### src/rtl/fft_frame_ctrl.sv
// Frame sequencer for the 4-point radix-2 FFT core: loads 4 samples over valid/ready,
// waits a settle time, then drains the result words over valid/ready with backpressure.
module fft_frame_ctrl #(
    parameter int SETTLE_CYCLES  = 1,
    parameter int SKIP_ZERO_IMAG = 0
) (
    input  logic       clk,
    input  logic       reset,
    input  logic       flush,
    input  logic       in_valid,
    output logic       in_ready,
    input  logic [3:0] in_data,
    output logic       core_wr_en,
    output logic [1:0] core_wr_idx,
    output logic [3:0] core_wr_data,
    output logic [2:0] core_rd_idx,
    input  logic [5:0] core_rd_data,
    output logic       out_valid,
    input  logic       out_ready,
    output logic [5:0] out_data,
    output logic [1:0] out_bin,
    output logic       out_is_imag,
    output logic       out_first,
    output logic       out_last,
    output logic       frame_done,
    output logic [7:0] frame_count
);

    typedef enum logic [1:0] {
        ST_LOAD   = 2'd0,
        ST_SETTLE = 2'd1,
        ST_DRAIN  = 2'd2
    } state_t;

    // Only meaningful when SETTLE_CYCLES > 0; the zero case bypasses SETTLE entirely.
    localparam logic [3:0] SETTLE_LAST = 4'(SETTLE_CYCLES - 1);
    localparam logic [2:0] LAST_IDX    = 3'd7;

    state_t     state_reg, state_next;
    logic [1:0] load_cnt_reg, load_cnt_next;
    logic [3:0] settle_cnt_reg, settle_cnt_next;
    logic [2:0] rd_ptr_reg, rd_ptr_next;
    logic       frame_done_reg;
    logic [7:0] frame_count_reg;

    logic       accept;
    logic       frame_end;

    // Bin 0 and bin 2 of a real-input 4-point FFT have identically zero imaginary parts.
    function automatic logic [2:0] next_idx(input logic [2:0] idx);
        logic [2:0] nxt;
        nxt = idx + 3'd1;
        if ((SKIP_ZERO_IMAG != 0) && ((nxt == 3'd1) || (nxt == 3'd5))) begin
            nxt = idx + 3'd2;
        end
        return nxt;
    endfunction

    always_comb begin
        state_next      = state_reg;
        load_cnt_next   = load_cnt_reg;
        settle_cnt_next = settle_cnt_reg;
        rd_ptr_next     = rd_ptr_reg;
        in_ready        = 1'b0;
        out_valid       = 1'b0;
        accept          = 1'b0;
        frame_end       = 1'b0;

        case (state_reg)
            ST_LOAD: begin
                in_ready = 1'b1;
                accept   = in_valid & ~flush & ~reset;
                if (accept) begin
                    load_cnt_next = load_cnt_reg + 2'd1;
                    if (load_cnt_reg == 2'd3) begin
                        settle_cnt_next = 4'd0;
                        state_next      = (SETTLE_CYCLES == 0) ? ST_DRAIN : ST_SETTLE;
                    end
                end
            end
            ST_SETTLE: begin
                settle_cnt_next = settle_cnt_reg + 4'd1;
                if (settle_cnt_reg == SETTLE_LAST) begin
                    settle_cnt_next = 4'd0;
                    state_next      = ST_DRAIN;
                end
            end
            ST_DRAIN: begin
                out_valid = 1'b1;
                if (out_ready) begin
                    if (rd_ptr_reg == LAST_IDX) begin
                        rd_ptr_next = 3'd0;
                        state_next  = ST_LOAD;
                        frame_end   = 1'b1;
                    end else begin
                        rd_ptr_next = next_idx(rd_ptr_reg);
                    end
                end
            end
            default: begin
                state_next = ST_LOAD;
            end
        endcase

        // A word handshaking alongside flush is delivered, but the frame is not counted.
        if (flush) begin
            state_next      = ST_LOAD;
            load_cnt_next   = 2'd0;
            settle_cnt_next = 4'd0;
            rd_ptr_next     = 3'd0;
            frame_end       = 1'b0;
        end
    end

    always_ff @(posedge clk) begin
        if (reset) begin
            state_reg       <= ST_LOAD;
            load_cnt_reg    <= 2'd0;
            settle_cnt_reg  <= 4'd0;
            rd_ptr_reg      <= 3'd0;
            frame_done_reg  <= 1'b0;
            frame_count_reg <= 8'd0;
        end else begin
            state_reg      <= state_next;
            load_cnt_reg   <= load_cnt_next;
            settle_cnt_reg <= settle_cnt_next;
            rd_ptr_reg     <= rd_ptr_next;
            frame_done_reg <= frame_end;
            if (frame_end) begin
                frame_count_reg <= frame_count_reg + 8'd1;
            end
        end
    end

    assign core_wr_en   = accept;
    assign core_wr_idx  = load_cnt_reg;
    assign core_wr_data = in_data;
    assign core_rd_idx  = rd_ptr_reg;

    // The core is only written in LOAD, so out_data holds steady through a stall.
    assign out_data    = core_rd_data;
    assign out_bin     = rd_ptr_reg[2:1];
    assign out_is_imag = rd_ptr_reg[0];
    assign out_first   = out_valid & (rd_ptr_reg == 3'd0);
    assign out_last    = out_valid & (rd_ptr_reg == LAST_IDX);
    assign frame_done  = frame_done_reg;
    assign frame_count = frame_count_reg;

endmodule

### config.mk
export PLATFORM = sky130hd
export DESIGN_NAME = fft_frame_ctrl
export DESIGN_NICKNAME = d
export VERILOG_FILES = /design/src/rtl/fft_frame_ctrl.sv
export SDC_FILE = /design/constraint.sdc
export NUM_CORES = 1
export LEC_CHECK = 0
export CORE_MARGIN = 1
export CORE_UTILIZATION = 45
export DETAILED_ROUTE_END_ITERATION = 6
export GPL_ROUTABILITY_DRIVEN = 1
export PLACE_DENSITY = 0.84
export SETUP_SLACK_MARGIN = 0.02
export SYNTH_ARGS = -nofsm -noshare
export SYNTH_HDL_FRONTEND = slang
export SYNTH_SLANG_ARGS = --single-unit
export TNS_END_PERCENT = 20
### constraint.sdc
create_clock -name clk -period 5 [get_ports clk]
set_clock_uncertainty 0.15 [all_clocks]
set_input_delay 1.25 -clock clk [delete_from_list [all_inputs] [get_ports clk]]
set_output_delay 1.25 -clock clk [all_outputs]
set_load 0.02 [all_outputs]
==> Word-level counts from Yosys, hierarchy flattened <==
Cells that the tools add are included.
{ "totals": {"register_bits": 20, "wordCells": 52} }
{ "op_classes": {"n_addsub": 4, "n_eq_ne": 9, "n_mux": 18, "bitwise_logic": 6, "reduce_logical": 9} }
{ "op_table": {"columns": ["operator", "count"], "rows": [
  ["2-to-1 mux 4 bit", 3],
  ["2-to-1 mux 2 bit", 5],
  ["inequality test 2 bit, second input constant", 5],
  ["adder 8 x 1 -> 8 bit, second input constant", 1],
  ["case mux 4 bit (2 select lines)", 1],
  ["2-to-1 mux 1 bit", 7],
  ["case mux 2 bit (3 select lines)", 1],
  ["AND reduction 5 bit", 1],
  ["adder 4 x 1 -> 4 bit, second input constant", 1],
  ["bitwise AND 1 bit", 4],
  ["== test 2 bit, second input constant", 2],
  ["zero test 4 bit", 1],
  ["AND reduction 2 bit", 2],
  ["adder 3 x 1 -> 3 bit, second input constant", 1],
  ["== test 3 bit, second input constant", 1],
  ["zero test 3 bit", 1],
  ["2-to-1 mux 3 bit", 1],
  ["AND reduction 3 bit", 1],
  ["adder 2 x 1 -> 2 bit, second input constant", 1],
  ["== test 2 x 1 -> 1 bit, second input constant", 1],
  ["zero test 2 bit", 1],
  ["inverter 1 bit", 2],
  ["nonzero test 2 bit", 1],
  ["OR reduction 2 bit", 1]
]} }

==> Longest topological paths before layout <==
{ "logic_depth": {"ltp_word": 5, "mapped_depth": 5} }

==> Worst setup path after synthesis <==
OpenSTA, ideal clock, no wires.
{ "synth_timing": {"path_type": "input-to-output", "from": "in in_valid", "to": "out core_wr_en", "arrival_ns": 1.982, "t_required_ns": 3.600, "path_slack_ns": 1.618, "cell_stages": 2, "path_buffers": 0, "cell_sequence": "nor3b_1 -> nor2b_1"} }
{ "synth_between": {"elab_chain_len": 3} }
{ "synth_rtl": {"columns": ["item", "line", "source"], "rows": [
  ["start: declaration", "10", "input logic in_valid,"],
  ["bitwise AND 1 bit (2 in series)", "72", "accept = in_valid & ~flush & ~reset;"],
  ["2-to-1 mux 1 bit", "69", "case (state_reg)"],
  ["end: declaration", "13", "output logic core_wr_en,"]
]} }
Every way passes these cells.

==> Worst setup path in the final report <==
Same ends and word-level chain as after synthesis.

==> results.md <==
- Required @ worst endpoint: around 3.6 ns
- Syn_area_per_cell: just under 9 sq um
- Class of the most critical setup path: in -> out
- Setup repair bufs after CTS: 0
- Filler cell count: 199
- Most common cell after layout, fill and taps aside: sky130_fd_sc_hd__clkdlybuf4s50_1
- Data arrival time of the worst path: between 2 and 3 ns
- Class of the tightest hold or removal check: reg -> reg
- Count of cells resized by post-cts repair: 0
- Count of buffers from port buffering: 26
- Storage cell area: 400 sq um
- Number of failing setup endpoints in the final timing report: 0
- Multiplexer share of the synthesized area: 1.87%
- Average wire per standard cell: about 14 um
- Least-Margin Pin Slew: approximately 0.44 ns
- Combinational family with the most area after synthesis: simple AND/OR/NAND/NOR gates
- Clock tree from TritonCTS: done
- Cell row count: 17
- Flip-flop count of the largest register, all copies and words added: 8
- Number of DRC markers in iteration 0: 13
- Detailed-routing iteration count for the pre-antenna-repair pass: 4
- Result of the run: complete, no violations
- Post-synthesis simple-gate area fraction: a little over a quarter
- Kind of end point of the critical path: output port
- Most numerous cell on the critical path: sky130_fd_sc_hd__clkdlybuf4s50_1
- Remaining DRCs: 0
- TNS Setup: 0 ns
- Boundary pin count: 47
- Seq cells post-synth: 20
- Htree depth: 1
- Top post-synthesis cells by area: sky130_fd_sc_hd__dfxtp_1 35%, sky130_fd_sc_hd__buf_4 9.3%, sky130_fd_sc_hd__ha_1 8.8%
- Half-perimeter wire length after detailed placement: between 1500 and 2000 um
- Setup repair after global routing missed its margin: false
- Synthesis-to-layout area growth: 17.3%
- Primary flip-flop cell chosen by synthesis mapping: sky130_fd_sc_hd__dfxtp_1
- Area share of the leading cell type in the synthesized netlist: 35.2%
- Total core area: roughly 2300 sq um
- Proportion of synthesized chip area in sequential cells: between 30% and 40%
- Final ANT Viol Nets: 0
- Global-route wire length before repair: 3840 um
- Cells along the critical path: clkdlybuf4s50_1, nor3b_1, nor2b_1, clkdlybuf4s50_1
- Synthesized instance count: ~130
- Initial Utilization: between 40% and 50%
- Antenna violations before repair: 0
- Max-cap violation count: 0
- Total number of vias: ~940
- Critical Path Slowest Stage Cell: sky130_fd_sc_hd__clkdlybuf4s50_1
- Fin. Hold Viols: 0
- Total power after layout: around 250 uW
- Share of synthesized registers carrying an async set or reset: 0%
- Tmin final: 4.34 ns
- Highest Clock Rate: between 0.2 and 0.25 GHz
- Adder-cell share of the synthesized area: ~8.8%
- Global-route usage over all layers: between 10% and 20%
- Worst Setup Start Kind: primary input
- Congestion Overflow GR: 0
- Number of library cell types mapped by synthesis: 35
- Area occupied by multi-input gates: a little under 600 sq um
- Number of warnings reported in the yosys synthesis log: 0
- Overall die height: around 52 um
- Complex-gate fraction of the synthesized area: a little over an eighth
- Antenna fix cells: 0
- Leak pwr: between 0.0004 and 0.0005 uW
- Total instance count after detailed placement: between 150 and 200
- Max-slew violation total from the final report: 0
- Slew HR: a little over two thirds
- Critical path peak fanout: 3
- Final GP Congestion: 0.799
- Via density: 5.56
- Slowest Stage Delay on Critical Path: approximately 0.61 ns
- Share of the clock period used by the worst path after layout: around 87%
- Fraction of layout cells with a size suffix above 1: 6.38%
- Worst-case vdd ir drop: 0.129 mV
- Root buf cell: sky130_fd_sc_hd__clkbuf_4
- Number of buffers added by the clock tree synthesis step: 3
- Pin count of the biggest net entering global routing: 20
- Count of hold buffers inserted by post-cts repair: 0
- Number of nets produced by synthesis: ~150
- Clock-pin slew reported for the worst setup and hold paths after clock tree synthesis: around 0.1 ns
- Count of flip-flops with a built-in enable after synthesis: 0
- Number of global-route vias before repair: ~900
- Yosys top cell by area: sky130_fd_sc_hd__dfxtp_1
- Final Instance Count excl. Fillers: about 170
- Util after Layout: approximately three fifths
- Max Root-Sink Buffers: 2
- Commonest cells after routing, fill and taps aside: 26 x sky130_fd_sc_hd__clkdlybuf4s50_1, 20 x sky130_fd_sc_hd__dfxtp_1, 15 x sky130_fd_sc_hd__a21oi_1
- Clock insertion delay at the later pin of the skew report: around 0.3 ns
- Total wirelength of the detailed-routed design: around 2300 um
- Number of sinks driven by the clock tree: 20
- Post-Synth XOR/XNOR Area: 0.771%
- Mapped Area: ~1100 sq um
- Final Net Count: ~170
- Area enclosed by the die boundary: 2730 sq um
- Power Dens Cells: around 190 nW/um^2
- Horizontal die dimension: 52.2 um
==> power by group <==
group / switching (uW) / internal (uW) / leakage, uW
clock: 47.0 / 28.0 / 0.0000138
sequential: 0.559 / 160 / 0.000161
combinational: 7.09 / 7.10 / 0.000295
==> cell families after synthesis <==
family / after synthesis
and+or+nand+nor: 47
AOI/OAI and AO/OA: 27
buffers and inverters: 24
DFF: 20
adders and majority gates: 8
muxes: 2
xor gates and xnor gates: 1
==> synthesized netlist by cell type (3+ instances only) <==
cell type                  number
sky130_fd_sc_hd__dfxtp_1       20
sky130_fd_sc_hd__a21oi_1       15
sky130_fd_sc_hd__buf_4         14
sky130_fd_sc_hd__ha_1           8
sky130_fd_sc_hd__nand2_1        7
sky130_fd_sc_hd__inv_1          6
sky130_fd_sc_hd__o21ai_0        6
sky130_fd_sc_hd__nand3_1        4
sky130_fd_sc_hd__nor2_1         4
sky130_fd_sc_hd__o31ai_1        4
sky130_fd_sc_hd__or4_1          4
sky130_fd_sc_hd__nand3b_1       3
sky130_fd_sc_hd__nor2b_1        3
sky130_fd_sc_hd__or3_1          3
==> area by class of cell <==
class / count / area share, %
timing repair buffer: 27 / 20.1
inverter: 6 / 1.69
multi-input combinational: 85 / 43.8
sequential: 20 / 30.0
tap: 28 / 2.63
clock buffer: 3 / 1.69
==> through the flow <==
stage	setup WS [ns]	hold slack, ns	instance area [sq um]
after floorplan	1.62	0.316	1140
after global placement	0.690	0.325	1310
after detailed placement	0.614	0.347	1310
after CTS	0.630	0.362	1330
after global routing	0.507	0.392	1330
final	0.658	0.362	1330
==> worst max-delay path, delay by kind of cell <==
kind	cells	cell delay (ns)
buf+inv	2	1.10
simple gates	2	0.58
==> routing by layer <==
layer  vias to the layer above  part of all wire (%)  GRT usage, %
met5                         -                     0             0
met4                         0                  0.17          7.46
met3                         2                   5.2          3.48
met2                        26                    52          33.8
met1                       439                    43          22.1
li1                        472                     -             -
==> path summary, 6_finish.rpt <==
| path | startpoint | to | slack (ns) | cells past startpoint |
|---|---|---|---|---|
| hold / removal | frame_count[6] | frame_count[6] | 0.36 | 2 |
| hold reg to reg | frame_count[6] | frame_count[6] | 0.36 | 2 |
| setup reg to reg | core_rd_idx[0] | frame_count[7] | 2.89 | 5 |
| setup / recovery | in_valid | core_wr_en | 0.66 | 4 |
No activity file was read; power rests on OpenSTA's default activity.
